==> config.mk <==
export PLATFORM = sky130hd
export DESIGN_NAME = muldiv_seq_flat
export DESIGN_NICKNAME = d
export VERILOG_FILES = /design/src/rtl/muldiv_seq_if.sv /design/src/rtl/muldiv_seq.sv /design/src/flat_wrapper.sv
export SDC_FILE = /design/constraint.sdc
export NUM_CORES = 1
export LEC_CHECK = 0
export ABC_AREA = 1
export BUFFER_PORTS_ARGS = -buffer_cell sky130_fd_sc_hd__buf_2
export CORE_MARGIN = 2
export CORE_UTILIZATION = 40
export CTS_BUF_LIST = sky130_fd_sc_hd__clkbuf_16
export DETAILED_ROUTE_END_ITERATION = 8
export SLEW_MARGIN = 20
export SYNTH_ARGS = -nofsm -noshare
export SYNTH_HDL_FRONTEND = slang
export SYNTH_SLANG_ARGS = --single-unit
export TNS_END_PERCENT = 50
==> constraint.sdc <==
create_clock -name Clk -period 4.4 [get_ports Clk]
set_input_delay 0.88 -clock Clk [delete_from_list [all_inputs] [get_ports Clk]]
set_output_delay 0.88 -clock Clk [all_outputs]
set_load 0.02 [all_outputs]
==> src/rtl/muldiv_seq_if.sv <==
// Start/Busy/Done handshake and HI/LO result bus between the control unit (master) and muldiv_seq (slave).
// dbg_state mirrors the sequencer state register for checkers and debug.
interface muldiv_seq_if #(
    parameter int WIDTH = 32
);
    // Start is a one-cycle request, taken only when Busy=0. Busy stays high until
    // the cycle after Done. Done is a one-cycle pulse, and Hi/Lo/Err are valid in that cycle.
    logic             Start;
    logic [1:0]       Op;
    logic [WIDTH-1:0] A;
    logic [WIDTH-1:0] B;
    logic             Busy;
    logic             Done;
    logic             Err;
    logic [WIDTH-1:0] Hi;
    logic [WIDTH-1:0] Lo;
    logic [1:0]       dbg_state;

    modport master (
        output Start, Op, A, B,
        input  Busy, Done, Err, Hi, Lo, dbg_state
    );

    modport slave (
        input  Start, Op, A, B,
        output Busy, Done, Err, Hi, Lo, dbg_state
    );
endinterface

==> src/rtl/muldiv_seq.sv <==
// Multi-cycle MULT/MULTU/DIV/DIVU sequencer that owns HI/LO. It produces one result bit per cycle.
// Define MULDIV_DIV_EN to build the restoring divider. Without it, every divide is rejected with Err.
module muldiv_seq #(
    parameter int WIDTH = 32
) (
    input  logic         Clk,
    input  logic         Reset,
    muldiv_seq_if.slave  bus
);
    localparam int CNT_W = $clog2(WIDTH + 1);

    typedef enum logic [1:0] {
        IDLE = 2'd0,
        RUN  = 2'd1,
        FIX  = 2'd2,
        DONE = 2'd3
    } state_t;

    state_t             state_q, state_d;
    logic [CNT_W-1:0]   cnt_q, cnt_d;
    logic [2*WIDTH-1:0] acc_q, acc_d;
    logic [WIDTH-1:0]   opnd_q, opnd_d;
    logic [WIDTH-1:0]   hi_q, hi_d;
    logic [WIDTH-1:0]   lo_q, lo_d;
    logic               neg_q, neg_d;
    logic               busy_q, busy_d;
    logic               done_q, done_d;
    logic               err_q, err_d;
`ifdef MULDIV_DIV_EN
    logic               is_div_q, is_div_d;
    logic               rem_neg_q, rem_neg_d;
    logic [WIDTH:0]     div_shift;
    logic [WIDTH+1:0]   div_diff;
    logic               div_ok;
    logic [WIDTH-1:0]   quo, rem;
`endif

    logic [WIDTH-1:0]   mag_a, mag_b;
    logic               reject;
    logic [WIDTH:0]     mul_sum;
    logic [2*WIDTH-1:0] prod;

    always_comb begin
        state_d = state_q;
        cnt_d   = cnt_q;
        acc_d   = acc_q;
        opnd_d  = opnd_q;
        hi_d    = hi_q;
        lo_d    = lo_q;
        neg_d   = neg_q;
        err_d   = 1'b0;

        // Op[0]=0 selects the signed flavour of both multiply and divide
        mag_a   = (!bus.Op[0] && bus.A[WIDTH-1]) ? -bus.A : bus.A;
        mag_b   = (!bus.Op[0] && bus.B[WIDTH-1]) ? -bus.B : bus.B;
        mul_sum = {1'b0, acc_q[2*WIDTH-1:WIDTH]} + (acc_q[0] ? {1'b0, opnd_q} : '0);
        prod    = neg_q ? -acc_q : acc_q;

`ifdef MULDIV_DIV_EN
        is_div_d  = is_div_q;
        rem_neg_d = rem_neg_q;
        // Partial remainder is always below the divisor, so a clean subtract leaves both top bits zero
        div_shift = {acc_q[2*WIDTH-1:WIDTH], acc_q[WIDTH-1]};
        div_diff  = {1'b0, div_shift} - {2'b00, opnd_q};
        div_ok    = (div_diff[WIDTH+1:WIDTH] == 2'b00);
        quo       = neg_q ? -acc_q[WIDTH-1:0] : acc_q[WIDTH-1:0];
        rem       = rem_neg_q ? -acc_q[2*WIDTH-1:WIDTH] : acc_q[2*WIDTH-1:WIDTH];
        reject    = bus.Op[1] && (bus.B == '0);
`else
        reject    = bus.Op[1];
`endif

        case (state_q)
            IDLE: begin
                if (bus.Start) begin
                    if (reject) begin
                        state_d = DONE;
                        err_d   = 1'b1;
                    end else begin
                        // Low half holds the multiplier or the dividend. opnd holds the multiplicand or the divisor.
                        state_d = RUN;
                        cnt_d   = CNT_W'(WIDTH);
                        acc_d   = {{WIDTH{1'b0}}, (bus.Op[1] ? mag_a : mag_b)};
                        opnd_d  = bus.Op[1] ? mag_b : mag_a;
                        neg_d   = !bus.Op[0] && (bus.A[WIDTH-1] ^ bus.B[WIDTH-1]);
`ifdef MULDIV_DIV_EN
                        is_div_d  = bus.Op[1];
                        rem_neg_d = !bus.Op[0] && bus.A[WIDTH-1];
`endif
                    end
                end
            end
            RUN: begin
                cnt_d = cnt_q - CNT_W'(1);
                if (cnt_q == CNT_W'(1)) begin
                    state_d = FIX;
                end
`ifdef MULDIV_DIV_EN
                if (is_div_q) begin
                    acc_d = div_ok ? {div_diff[WIDTH-1:0], acc_q[WIDTH-2:0], 1'b1}
                                   : {div_shift[WIDTH-1:0], acc_q[WIDTH-2:0], 1'b0};
                end else begin
                    acc_d = {mul_sum, acc_q[WIDTH-1:1]};
                end
`else
                acc_d = {mul_sum, acc_q[WIDTH-1:1]};
`endif
            end
            FIX: begin
                state_d = DONE;
`ifdef MULDIV_DIV_EN
                if (is_div_q) begin
                    hi_d = rem;
                    lo_d = quo;
                end else begin
                    hi_d = prod[2*WIDTH-1:WIDTH];
                    lo_d = prod[WIDTH-1:0];
                end
`else
                hi_d = prod[2*WIDTH-1:WIDTH];
                lo_d = prod[WIDTH-1:0];
`endif
            end
            DONE: begin
                state_d = IDLE;
            end
            default: begin
                state_d = IDLE;
            end
        endcase

        busy_d = (state_d != IDLE);
        done_d = (state_d == DONE);
    end

    always_ff @(posedge Clk) begin
        if (Reset) begin
            state_q <= IDLE;
            cnt_q   <= '0;
            acc_q   <= '0;
            opnd_q  <= '0;
            hi_q    <= '0;
            lo_q    <= '0;
            neg_q   <= 1'b0;
            busy_q  <= 1'b0;
            done_q  <= 1'b0;
            err_q   <= 1'b0;
`ifdef MULDIV_DIV_EN
            is_div_q  <= 1'b0;
            rem_neg_q <= 1'b0;
`endif
        end else begin
            state_q <= state_d;
            cnt_q   <= cnt_d;
            acc_q   <= acc_d;
            opnd_q  <= opnd_d;
            hi_q    <= hi_d;
            lo_q    <= lo_d;
            neg_q   <= neg_d;
            busy_q  <= busy_d;
            done_q  <= done_d;
            err_q   <= err_d;
`ifdef MULDIV_DIV_EN
            is_div_q  <= is_div_d;
            rem_neg_q <= rem_neg_d;
`endif
        end
    end

    assign bus.Busy      = busy_q;
    assign bus.Done      = done_q;
    assign bus.Err       = err_q;
    assign bus.Hi        = hi_q;
    assign bus.Lo        = lo_q;
    assign bus.dbg_state = state_q;
endmodule

==> src/flat_wrapper.sv <==
// flat-port wrapper written by rule: the top's interface ports become plain ports
module muldiv_seq_flat 
#(
    parameter int WIDTH = 32
)
  (Clk, Reset, bus_Start, bus_Op, bus_A, bus_B, bus_Busy, bus_Done, bus_Err, bus_Hi, bus_Lo, bus_dbg_state);
  muldiv_seq_if #(.WIDTH(WIDTH)) bus_i ();
  input  logic Clk;
  input  logic Reset;
  input wire logic [$bits(bus_i.Start)-1:0] bus_Start;
  input wire logic [$bits(bus_i.Op)-1:0] bus_Op;
  input wire logic [$bits(bus_i.A)-1:0] bus_A;
  input wire logic [$bits(bus_i.B)-1:0] bus_B;
  output wire logic [$bits(bus_i.Busy)-1:0] bus_Busy;
  output wire logic [$bits(bus_i.Done)-1:0] bus_Done;
  output wire logic [$bits(bus_i.Err)-1:0] bus_Err;
  output wire logic [$bits(bus_i.Hi)-1:0] bus_Hi;
  output wire logic [$bits(bus_i.Lo)-1:0] bus_Lo;
  output wire logic [$bits(bus_i.dbg_state)-1:0] bus_dbg_state;
  assign bus_i.Start = bus_Start;
  assign bus_i.Op = bus_Op;
  assign bus_i.A = bus_A;
  assign bus_i.B = bus_B;
  assign bus_Busy = bus_i.Busy;
  assign bus_Done = bus_i.Done;
  assign bus_Err = bus_i.Err;
  assign bus_Hi = bus_i.Hi;
  assign bus_Lo = bus_i.Lo;
  assign bus_dbg_state = bus_i.dbg_state;
  muldiv_seq #(.WIDTH(WIDTH)) u_core (.Clk(Clk), .Reset(Reset), .bus(bus_i));
endmodule
==> results of run 1 <==
## layout make-up
| type | count | area (um^2) | area share, % |
|---|---|---|---|
| clock buffers | 17 | 425.4 | 2.887 |
| clock inverters | 15 | 173.9 | 1.180 |
| repair buffers | 148 | 783.3 | 5.315 |
| multi-input cells | 1712 | 8055 | 54.67 |
| inverters | 346 | 1300 | 8.822 |
| well taps | 442 | 553.0 | 3.753 |
| flip-flops and latches | 172 | 3445 | 23.38 |
## cell usage after synthesis (all sizes together)
cell,count
nand2,682
nor2,346
inv,345
nand3,198
dfxtp,172
a21oi,148
o21ai,142
clkbuf,52
ha,37
xor2,33
nand4,28
buf,26
nor3,20
o211ai,12
a31oi,11
o22ai,9
nand3b,8
o221ai,8
o21bai,7
xnor2,7
or2,6
a21o,4
a211oi,1
a221oi,1
and2,1
clkinv,1
fa,1
nor3b,1
o21a,1
## cells by family after synthesis
logic type,count (synthesis)
compound gates,344
xor+xnor,40
fa+ha+maj,38
buf+inv,424
flops,172
simple gates,1290
## power groups by stage
stage | clock network [mW] | registers, mW | logic [mW]
3_3_place_gp | 0 | 1.87 | 1.41
5_1_grt | 1.69 | 1.85 | 1.61
6_report | 1.59 | 1.84 | 1.44
4_1_cts | 1.62 | 1.83 | 1.43
2_1_floorplan | 0 | 1.90 | 0.938
3_5_place_dp | 0 | 1.87 | 1.42
## layer usage
metal / wire [um] / part of all wire [%] / global-route usage, %
met1: 22090 / 49 / 39.28
met2: 18710 / 41 / 39.15
met5: 8 / 0.018 / 0
met4: 1304 / 2.9 / 9.206
met3: 3080 / 6.8 / 4.090
## per-stage QoR
step                      instance area [um^2]  setup WS (ns)  total power [mW]  util [%]  cells
final                                    14740          1.619             4.866     45.52   2852
after global routing                     14740          1.219             5.153     45.52   2852
after CTS                                14740          1.642             4.884     45.52   2852
after detailed placement                 14140          1.459             3.287     43.67   2820
after global placement                   14140          1.445             3.276     43.67   2820
after floorplan                          13110          2.140             2.834         -   2308
## state kept, by name, summed over array words and instances, names as in the netlist
name and flops:
u_core.bus.Hi 32, u_core.acc_q 64, u_core.bus.Busy 1, u_core.bus.Done 1, u_core.opnd_q 32, u_core.cnt_q 6, u_core.bus.dbg_state 2, u_core.neg_q 1
u_core.bus.Err 1, u_core.bus.Lo 32
## how the worst min path moves through the flow
stage | end | cells after the start | slack [ns] | from
after global placement | u_core.acc_q[10]$_SDFFE_PP0P_ | 2 | 0.47 | u_core.acc_q[10]$_SDFFE_PP0P_
after floorplan | u_core.acc_q[10]$_SDFFE_PP0P_ | 2 | 0.46 | u_core.acc_q[10]$_SDFFE_PP0P_
after CTS | u_core.acc_q[10]$_SDFFE_PP0P_ | 2 | 0.49 | u_core.acc_q[10]$_SDFFE_PP0P_
after detailed placement | u_core.acc_q[10]$_SDFFE_PP0P_ | 2 | 0.48 | u_core.acc_q[10]$_SDFFE_PP0P_
final | u_core.acc_q[10]$_SDFFE_PP0P_ | 2 | 0.50 | u_core.acc_q[10]$_SDFFE_PP0P_
after global routing | u_core.acc_q[10]$_SDFFE_PP0P_ | 2 | 0.52 | u_core.acc_q[10]$_SDFFE_PP0P_
## worst min-delay path, delay by kind of cell, from the launching register on
| kind | cells | cell delay [ns] |
|---|---|---|
| flip-flops | 1 | 0.33 |
| AND/OR/NAND/NOR | 1 | 0.07 |
| AO/OA/AOI/OAI | 1 | 0.05 |
==> impl_metrics.py, run 1 <==
metrics = {
    "status": {
        "status": "finished, final reports clean",
    },
    "setup_path": {
        "critPathKind": "flip-flop to flip-flop",
        "critical_path.cell_chain": "nand2_1 > inv_1 > ha_1 > inv_1 > fa_1 > inv_1 > nand3_1 > nand3_1 > nand2_1 > nand2_1 > nand2_1 > nand2_1 > nand3_1 > nand2_1 > nand2_1 > a21oi_1",
        "reg2reg_depth": 16,
        "worst-path-stages": 16,
        "worst-path-buf-inv": 3,
        "cp_top_family": "flip-flops",
        "cp_slowest_cell": "dfxtp_1",
        "startpoint": "u_core.acc_q[0]$_SDFFE_PP0P_",
        "rrSetupSlack_ns": 1.62,
        "start_kind": "flip-flop",
        "critPathMaxStageDelay_ns": 0.90,
        "critPathRequiredTime_ns": 4.78,
        "cp-end-kind": "flip-flop",
        "r2r_end": "u_core.acc_q[63]$_SDFFE_PP0P_",
        "r2r_start": "u_core.acc_q[0]$_SDFFE_PP0P_",
        "arrival_ns": 3.16,
        "critPathCapture": "u_core.acc_q[63]$_SDFFE_PP0P_",
        "cpMostUsedCell": "nand2_1",
        "crit_path_max_fanout": 31,
    },
    "drt": {
        "ant_nets": 0,
        "drtPass1Iterations": 5,
        "wl_per_cell_um": 15.85,
        "finalWirelength_um": 45200,
        "vias": 14680,
        "vias_per_cell": 5.148,
        "drc": 0,
        "drt_iter0_drc": 1505,
    },
    "yosys": {
        "synth_fp_nets": 2415,
        "yosys.area_share.simple_pct": 40.62,
        "synth_top_area_share_pct": 26.27,
        "yosys-top-cells-area": "dfxtp_1 (26%), nand2_1 (19%), inv_1 (9.9%), nor2_1 (9.8%), nand3_1 (7.4%)",
        "synth_compound_area_share_pct": 14.35,
        "syn_avg_cell_area_um2": 5.678,
        "yosysWarnings": 0,
        "syn-cell-area_mm2": 0.01311,
        "synth_top_family_by_area": "simple AND/OR/NAND/NOR gates",
        "ys_ff_latch": 172,
        "synth_fa_ha_area_share_pct": 3.685,
        "synth_largest_area_cell": "dfxtp_1",
        "synth_xor_area_share_pct": 2.673,
        "seq_area_frac_synth_pct": 26.27,
        "synthDistinctLibCells": 43,
        "synth_mux_area_share_pct": 0,
        "postSynthCellCount": 2308,
    },
    "floorplan": {
        "dieHeight_um": 185.0,
        "row_count": 66,
        "start_util_pct": 40.48,
        "fp.dieArea_mm2": 0.03423,
        "die_width_um": 185.0,
        "fp.coreArea_mm2": 0.03237,
        "io_pins": 138,
    },
    "global_routing": {
        "grt_pass1_wl_um": 70850,
        "grt_pass1_vias": 12990,
        "overflow": 0,
        "grt_start_max_net_pins": 115,
        "grt_usage_pct": 26.66,
        "antenna_found_initial": 1,
    },
    "sta": {
        "min_period_over_period_pct": 63.21,
        "hold_violations": 0,
        "max_slew.worst_pin.slew_ns": 0.8714,
        "skew_ns": 0.01782,
        "maxSlewHeadroom_pct": 41.83,
        "holdWs_ns": 0.4970,
        "rsz0062_at_grt": "no",
        "setup_violations": 0,
        "maxSlewViolCount": 0,
        "min_period_ns": 2.781,
        "fmax_mhz": 359.6,
        "tns_ns": 0,
    },
    "clock_network": {
        "clockBufferDepth": 2,
        "cts_made_buffers": 17,
        "htreeDepth": 4,
        "cts_tree": "done",
        "cts_setup_buffers": 0,
        "cts.clk_slew.worst_paths_ns": 0.08,
        "cts-root-buf": "clkbuf_16",
        "clkLatencyLatePin_ns": 0.46,
        "cts_resized": 0,
        "cts_hold_buffers": 0,
        "clock_sinks": 172,
    },
    "layout": {
        "area_delta_synth_final_pct": 12.44,
        "final_cell_mix": "nand2_1 (674), inv_1 (344), nor2_1 (338), nand3_1 (195), dfxtp_1 (171)",
        "final_common_cell": "nand2_1",
        "antenna_cells": 0,
        "fill_cells": 3615,
        "fin_nets": 2504,
        "layout-drive-gt1-share_pct": 8.797,
    },
    "pwr": {
        "p_seq_share_pct": 37.7,
        "internal-power_mw": 2.948,
        "swShare_pct": 39.41,
        "power_density_mw_per_mm2": 330.2,
        "switching_power_mw": 1.918,
        "pwr-share-clk_pct": 32.6,
        "combPwrFrac_pct": 29.6,
        "p_leak_nw": 7.823,
        "ir_worst_vdd_uv": 290.3,
    },
    "place": {
        "hpwl_um": 34630,
        "io_buffer_count": 137,
        "place_congestion": 0.9313,
    },
    "hold_path": {
        "worstHoldPathType": "flip-flop to flip-flop",
    },
    "job": {
        "cap_violations": 0,
    },
}
Note: power is estimated with default switching activity, not from simulation.
==> run 2, diff against run 1 <==
ABC_AREA = 0   (was 1)
clock period = 2.9 ns   (was 4.4 ns; I/O delays follow)
==> impl_metrics.py, run 2 <==
metrics = {
    "yosys": {
        "netlist_top_cells_count": "dfxtp_1 (172), nor2_1 (150), nand2_1 (112)",
        "synth_top_area_share_pct": 32.61,
        "yosysWarnings": 0,
        "syn_avg_cell_area_um2": 7.908,
        "synth_edf_count": 0,
        "seq_area_frac_synth_pct": 32.61,
        "synth-async-reset-ratio_pct": 0,
        "yosys-top-cells-area": "dfxtp_1 (33%), xor2_1 (7.5%), nor2_1 (5.3%), a21oi_1 (5.1%), a211oi_1 (4.6%)",
        "synth_flop_cell": "dfxtp_1",
        "synthDistinctLibCells": 68,
        "synth_largest_area_cell": "dfxtp_1",
        "yosysMostFrequentCell": "dfxtp_1",
        "ys_ff_latch": 172,
        "synth_fp_nets": 1442,
        "postSynthCellCount": 1335,
        "syn-cell-area_mm2": 0.01056,
    },
    "global_routing": {
        "antenna_found_initial": 0,
        "grt_start_max_net_pins": 80,
        "overflow": 0,
        "grt_usage_pct": 21.83,
        "grt_pass1_wl_um": 49490,
        "grt_pass1_vias": 9257,
    },
    "pwr": {
        "combPwrFrac_pct": 23.6,
        "swShare_pct": 33.62,
        "pwr-share-clk_pct": 36.1,
        "p_seq_share_pct": 40.2,
        "p_leak_nw": 5.419,
        "power_density_mw_per_mm2": 485.1,
        "internal-power_mw": 4.305,
        "p_total_mw": 6.485,
        "ir_worst_vdd_uv": 439.2,
        "switching_power_mw": 2.180,
    },
    "clock_network": {
        "cts.clk_slew.worst_paths_ns": 0.08,
        "htreeDepth": 4,
        "cts_made_buffers": 17,
        "cts_tree": "done",
        "cts_hold_buffers": 0,
        "clkLatencyLatePin_ns": 0.44,
        "cts-root-buf": "clkbuf_16",
        "clockBufferDepth": 2,
        "clock_sinks": 172,
    },
    "setup_path": {
        "critPathKind": "flip-flop to flip-flop",
        "cpMostUsedCell": "buf_6",
        "critPathMaxStageDelay_ns": 0.53,
        "critPathRequiredTime_ns": 3.21,
        "start_kind": "flip-flop",
        "crit_path_max_fanout": 6,
        "cp_slowest_cell": "or4_4",
        "reg2reg_depth": 11,
        "r2r_end": "u_core.bus.Hi[23]$_SDFFE_PP0P_",
        "critical_path.cell_chain": "buf_6 > buf_6 > or4_4 > nor3_4 > buf_6 > nand4_1 > a211o_1 > a211oi_2 > nor2_1 > xnor2_1 > o21ai_1",
        "r2r_start": "u_core.acc_q[0]$_SDFFE_PP0P_",
        "rrSetupSlack_ns": 0.04,
        "worst-path-buf-inv": 3,
        "cp_top_family": "simple AND/OR/NAND/NOR gates",
        "cp-end-kind": "flip-flop",
        "arrival_ns": 3.16,
    },
    "drt": {
        "vias_per_cell": 5.499,
        "drt_iter0_drc": 1006,
        "ant_nets": 0,
        "drtPass1Iterations": 7,
        "finalWirelength_um": 31330,
        "drc": 0,
        "wl_per_cell_um": 16.62,
        "vias": 10370,
    },
    "sta": {
        "min_period_ns": 2.855,
        "holdWs_ns": 0.3981,
        "maxSlewViolCount": 0,
        "maxSlewHeadroom_pct": 34.04,
        "skew_ns": 0.01162,
        "max_slew.worst_pin.slew_ns": 0.9894,
        "min_period_over_period_pct": 98.46,
        "rsz0062_at_grt": "yes",
        "tns_ns": 0,
        "setup_violations": 0,
        "hold_violations": 0,
        "fmax_mhz": 350.2,
        "fin_ws_ns": 0.04459,
    },
    "layout": {
        "area_delta_synth_final_pct": 26.63,
        "layout-drive-gt1-share_pct": 24.73,
        "fill_cells": 2564,
        "final_cell_mix": "dfxtp_1 (168), nor2_1 (150), buf_2 (136), buf_4 (128), nand2_1 (111)",
        "regMostFlops": "u_core.acc_q",
        "largest_reg_flops": 64,
        "final_common_cell": "dfxtp_1",
        "final_cell_area_mm2": 0.01337,
        "fin_nets": 1643,
        "post-route-util_pct": 51.45,
        "finalNonFillerCells": 1885,
    },
    "floorplan": {
        "io_pins": 138,
        "fp.coreArea_mm2": 0.02598,
        "start_util_pct": 40.63,
        "fp.dieArea_mm2": 0.02771,
        "dieHeight_um": 166.5,
        "die_width_um": 166.5,
        "row_count": 59,
    },
    "place": {
        "dp.cells": 1843,
        "io_buffer_count": 137,
        "hpwl_um": 24000,
        "place_ws_ns": -0.4067,
        "place_congestion": 0.9059,
        "postPlaceCellArea_mm2": 0.01237,
    },
    "status": {
        "status": "finished, final reports clean",
    },
    "hold_path": {
        "hold_depth": 3,
        "worstHoldPathType": "input port to flip-flop",
        "hp-start": "bus_A[0]",
        "whs_endpoint": "u_core.opnd_q[0]$_SDFFE_PP0P_",
    },
    "job": {
        "cap_violations": 0,
    },
}
run 2: worst min-delay path, stage by stage:
cell	delay, ns
buf_2	0.12
nand2_1	0.06
a21oi_1	0.05
run 2: what timing repair did:
action,in CTS,in global routing
buffers inserted,0,9
resized for setup,7,62
hold endpoints to repair,0,0
setup endpoints to repair,17,36
pin swaps,0,28
run 2: power groups by stage:
stage                     Sequential (mW)  Combinational (mW)  Clock, mW
after floorplan                      2.71               0.845          0
final                                2.61                1.53       2.34
after detailed placement             2.66                1.42          0
after CTS                            2.61                1.43       2.39
after global placement               2.66                1.41          0
after global routing                 2.63                1.68       2.50
run 2: final cells by class:
cell class                      count  area [um^2]  share of cell area (%)
Clock buffer                       17        425.4                   3.182
Antenna cell                        1        2.502                 0.01872
Inverter                           28        127.6                  0.9546
Tap cell                          335        419.2                   3.135
Timing Repair Buffer              269         1715                   12.83
Multi-Input combinational cell   1048         7039                   52.65
Sequential cell                   172         3451                   25.81
Clock inverter                     15        188.9                   1.413
run 2: routing by layer:
metal,up-vias,part of all wire [%],track usage [%]
li1,5244,-,-
met1,4778,52,34.58
met2,320,40,30.36
met3,24,6.6,3.850
met4,0,1.2,4.723
met5,-,0,0
run 2: how the worst max path moves through the flow:
stage                             startpoint                             end  slack [ns]  cells past startpoint
3_3_place_gp                        bus_B[0]   u_core.acc_q[28]$_SDFFE_PP0P_       -0.40                     12
4_1_cts        u_core.acc_q[10]$_SDFFE_PP0P_  u_core.bus.Hi[22]$_SDFFE_PP0P_       0.002                      8
5_1_grt         u_core.acc_q[0]$_SDFFE_PP0P_  u_core.bus.Hi[23]$_SDFFE_PP0P_       -0.11                     11
6_report        u_core.acc_q[0]$_SDFFE_PP0P_  u_core.bus.Hi[23]$_SDFFE_PP0P_        0.04                     11
2_1_floorplan                       bus_B[0]   u_core.acc_q[28]$_SDFFE_PP0P_       -0.15                     10
3_5_place_dp                        bus_B[0]   u_core.acc_q[28]$_SDFFE_PP0P_       -0.41                     12
run 2: kinds of logic (layout without fill, tap and decap cells):
logic type	Yosys count	in the layout	share of synthesized area [%]
buffers and inverters	115	329	4.255
other	0	1	0
AO/OA/AOI/OAI	408	408	24.80
flip-flops	172	172	32.61
AND/OR/NAND/NOR	456	456	21.57
adder cells (fa/ha/maj)	38	38	4.575
XOR/XNOR	140	140	11.61
multiplexers	6	6	0.5689
==> run 3, diff against run 2 <==
ABC_AREA = 1   (was 0)
clock period = 3.6 ns   (was 2.9 ns; I/O delays follow)
==> impl_metrics.py, run 3 (synthesized netlist as in run 1, its figures left out) <==
metrics = {
    "layout": {
        "largest_reg_flops": 64,
        "antenna_cells": 0,
        "fin_nets": 2508,
        "final_cell_mix": "nand2_1 (674), inv_1 (344), nor2_1 (338), nand3_1 (195), dfxtp_1 (171)",
        "regMostFlops": "u_core.acc_q",
        "finalNonFillerCells": 2856,
        "layout-drive-gt1-share_pct": 8.824,
        "regArea_mm2": 0.003445,
        "area_delta_synth_final_pct": 12.08,
        "fill_cells": 3618,
        "final_common_cell": "nand2_1",
        "multi_input_area_mm2": 0.008055,
    },
    "clock_network": {
        "clockBufferDepth": 2,
        "cts_setup_buffers": 0,
        "htreeDepth": 4,
        "cts.clk_slew.worst_paths_ns": 0.07,
        "clock_sinks": 172,
        "cts-root-buf": "clkbuf_16",
        "cts_tree": "done",
        "cts_made_buffers": 17,
        "cts_resized": 0,
        "clkLatencyLatePin_ns": 0.46,
        "cts_hold_buffers": 0,
    },
    "place": {
        "dp.cells": 2824,
        "io_buffer_count": 137,
        "hpwl_um": 35350,
        "place_congestion": 0.9261,
    },
    "pwr": {
        "power_density_mw_per_mm2": 391.8,
        "p_seq_share_pct": 38.9,
        "combPwrFrac_pct": 30.9,
        "ir_worst_vdd_uv": 376.9,
        "p_leak_nw": 7.812,
        "switching_power_mw": 2.260,
        "internal-power_mw": 3.494,
        "pwr-share-clk_pct": 30.1,
        "p_total_mw": 5.754,
        "swShare_pct": 39.27,
    },
    "setup_path": {
        "crit_path_max_fanout": 18,
        "cp_slowest_cell": "dfxtp_1",
        "r2r_start": "u_core.acc_q[0]$_SDFFE_PP0P_",
        "rrSetupSlack_ns": 0.97,
        "r2r_end": "u_core.acc_q[59]$_SDFFE_PP0P_",
        "start_kind": "flip-flop",
        "cp_top_family": "simple AND/OR/NAND/NOR gates",
        "critPathKind": "flip-flop to flip-flop",
        "critPathMaxStageDelay_ns": 0.66,
        "cpMostUsedCell": "nand3_1",
        "cp-end-kind": "flip-flop",
        "worst-path-buf-inv": 3,
        "critPathRequiredTime_ns": 3.91,
        "critical_path.cell_chain": "nand2_1 > inv_1 > ha_1 > inv_1 > fa_1 > inv_1 > nand3_1 > nand3_1 > nand3_1 > nand3_1 > nand2_1 > nand2_1 > nand2_1 > nand3_1 > a21oi_1",
        "reg2reg_depth": 15,
        "arrival_ns": 2.95,
    },
    "sta": {
        "max_slew.worst_pin.slew_ns": 0.8764,
        "tns_ns": 0,
        "skew_ns": 0.01481,
        "setup_violations": 0,
        "rsz0062_at_grt": "no",
        "fmax_mhz": 379.9,
        "min_period_over_period_pct": 73.13,
        "maxSlewViolCount": 0,
        "maxSlewHeadroom_pct": 41.51,
        "holdWs_ns": 0.4850,
        "hold_violations": 0,
        "min_period_ns": 2.633,
    },
    "floorplan": {
        "fp.dieArea_mm2": 0.03423,
        "fp.coreArea_mm2": 0.03237,
        "io_pins": 138,
        "die_width_um": 185.0,
        "dieHeight_um": 185.0,
        "row_count": 66,
        "start_util_pct": 40.48,
    },
    "hold_path": {
        "worstHoldPathType": "flip-flop to flip-flop",
        "whs_endpoint": "u_core.acc_q[10]$_SDFFE_PP0P_",
        "hold_depth": 2,
        "hp-start": "u_core.acc_q[10]$_SDFFE_PP0P_",
    },
    "drt": {
        "finalWirelength_um": 45710,
        "vias_per_cell": 5.181,
        "drtPass1Iterations": 6,
        "drc": 0,
        "wl_per_cell_um": 16.00,
        "drt_iter0_drc": 1536,
        "vias": 14800,
        "ant_nets": 0,
    },
    "global_routing": {
        "grt_pass1_vias": 13340,
        "antenna_found_initial": 0,
        "grt_usage_pct": 27.00,
        "grt_start_max_net_pins": 120,
        "overflow": 0,
        "grt_pass1_wl_um": 71990,
    },
    "job": {
        "cap_violations": 0,
    },
    "status": {
        "status": "finished, final reports clean",
    },
}
## run 3: tightest hold or removal path, delay by kind of cell, from the launching register on
kind	cells	cell delay [ns]
AOI/OAI and AO/OA	1	0.05
DFF	1	0.32
and+or+nand+nor	1	0.06
## run 3: layout make-up
type                       count  area share, %
inverter                     346          8.851
timing repair buffer         152          5.537
tap                          442          3.765
multi-input combinational   1712          54.84
sequential                   172          23.45
clock buffer                  17          2.896
clock inverter                15         0.6559
## run 3: power by group through the flow
stage / clock network, mW / logic [mW] / registers, mW
floorplan: 0 / 1.15 / 2.32
global placement: 0 / 1.74 / 2.28
detailed placement: 0 / 1.75 / 2.28
CTS: 1.76 / 1.76 / 2.24
global route: 1.84 / 2.00 / 2.26
finish: 1.73 / 1.78 / 2.24
## run 3: worst max path at each step
stage | start | to | slack [ns] | cells after the start
after floorplan | u_core.acc_q[0]$_SDFFE_PP0P_ | u_core.acc_q[63]$_SDFFE_PP0P_ | 1.34 | 18
after global placement | bus_Op[1] | u_core.acc_q[0]$_SDFFE_PP0P_ | 0.80 | 7
after detailed placement | bus_Op[1] | u_core.acc_q[0]$_SDFFE_PP0P_ | 0.81 | 7
after CTS | u_core.acc_q[0]$_SDFFE_PP0P_ | u_core.acc_q[59]$_SDFFE_PP0P_ | 1.01 | 15
after global routing | u_core.acc_q[0]$_SDFFE_PP0P_ | u_core.acc_q[63]$_SDFFE_PP0P_ | 0.63 | 16
final | u_core.acc_q[0]$_SDFFE_PP0P_ | u_core.acc_q[59]$_SDFFE_PP0P_ | 0.97 | 15
## run 3: through the flow
stage	worst slack [ns]	util [%]	area, um^2
2_1_floorplan	1.340	-	13110
6_report	0.9675	45.37	14690
4_1_cts	1.011	45.37	14690
3_3_place_gp	0.7989	43.76	14170
3_5_place_dp	0.8128	43.76	14170
5_1_grt	0.6347	45.37	14690
## run 3: per-layer routing
metal / vias to the layer above / GRT usage, % / routed length (um)
met5: - / 0 / 0
met4: 0 / 8.476 / 1141
met3: 57 / 3.736 / 3195
met2: 559 / 40.73 / 19380
met1: 6717 / 39.46 / 21990
li1: 7463 / - / -
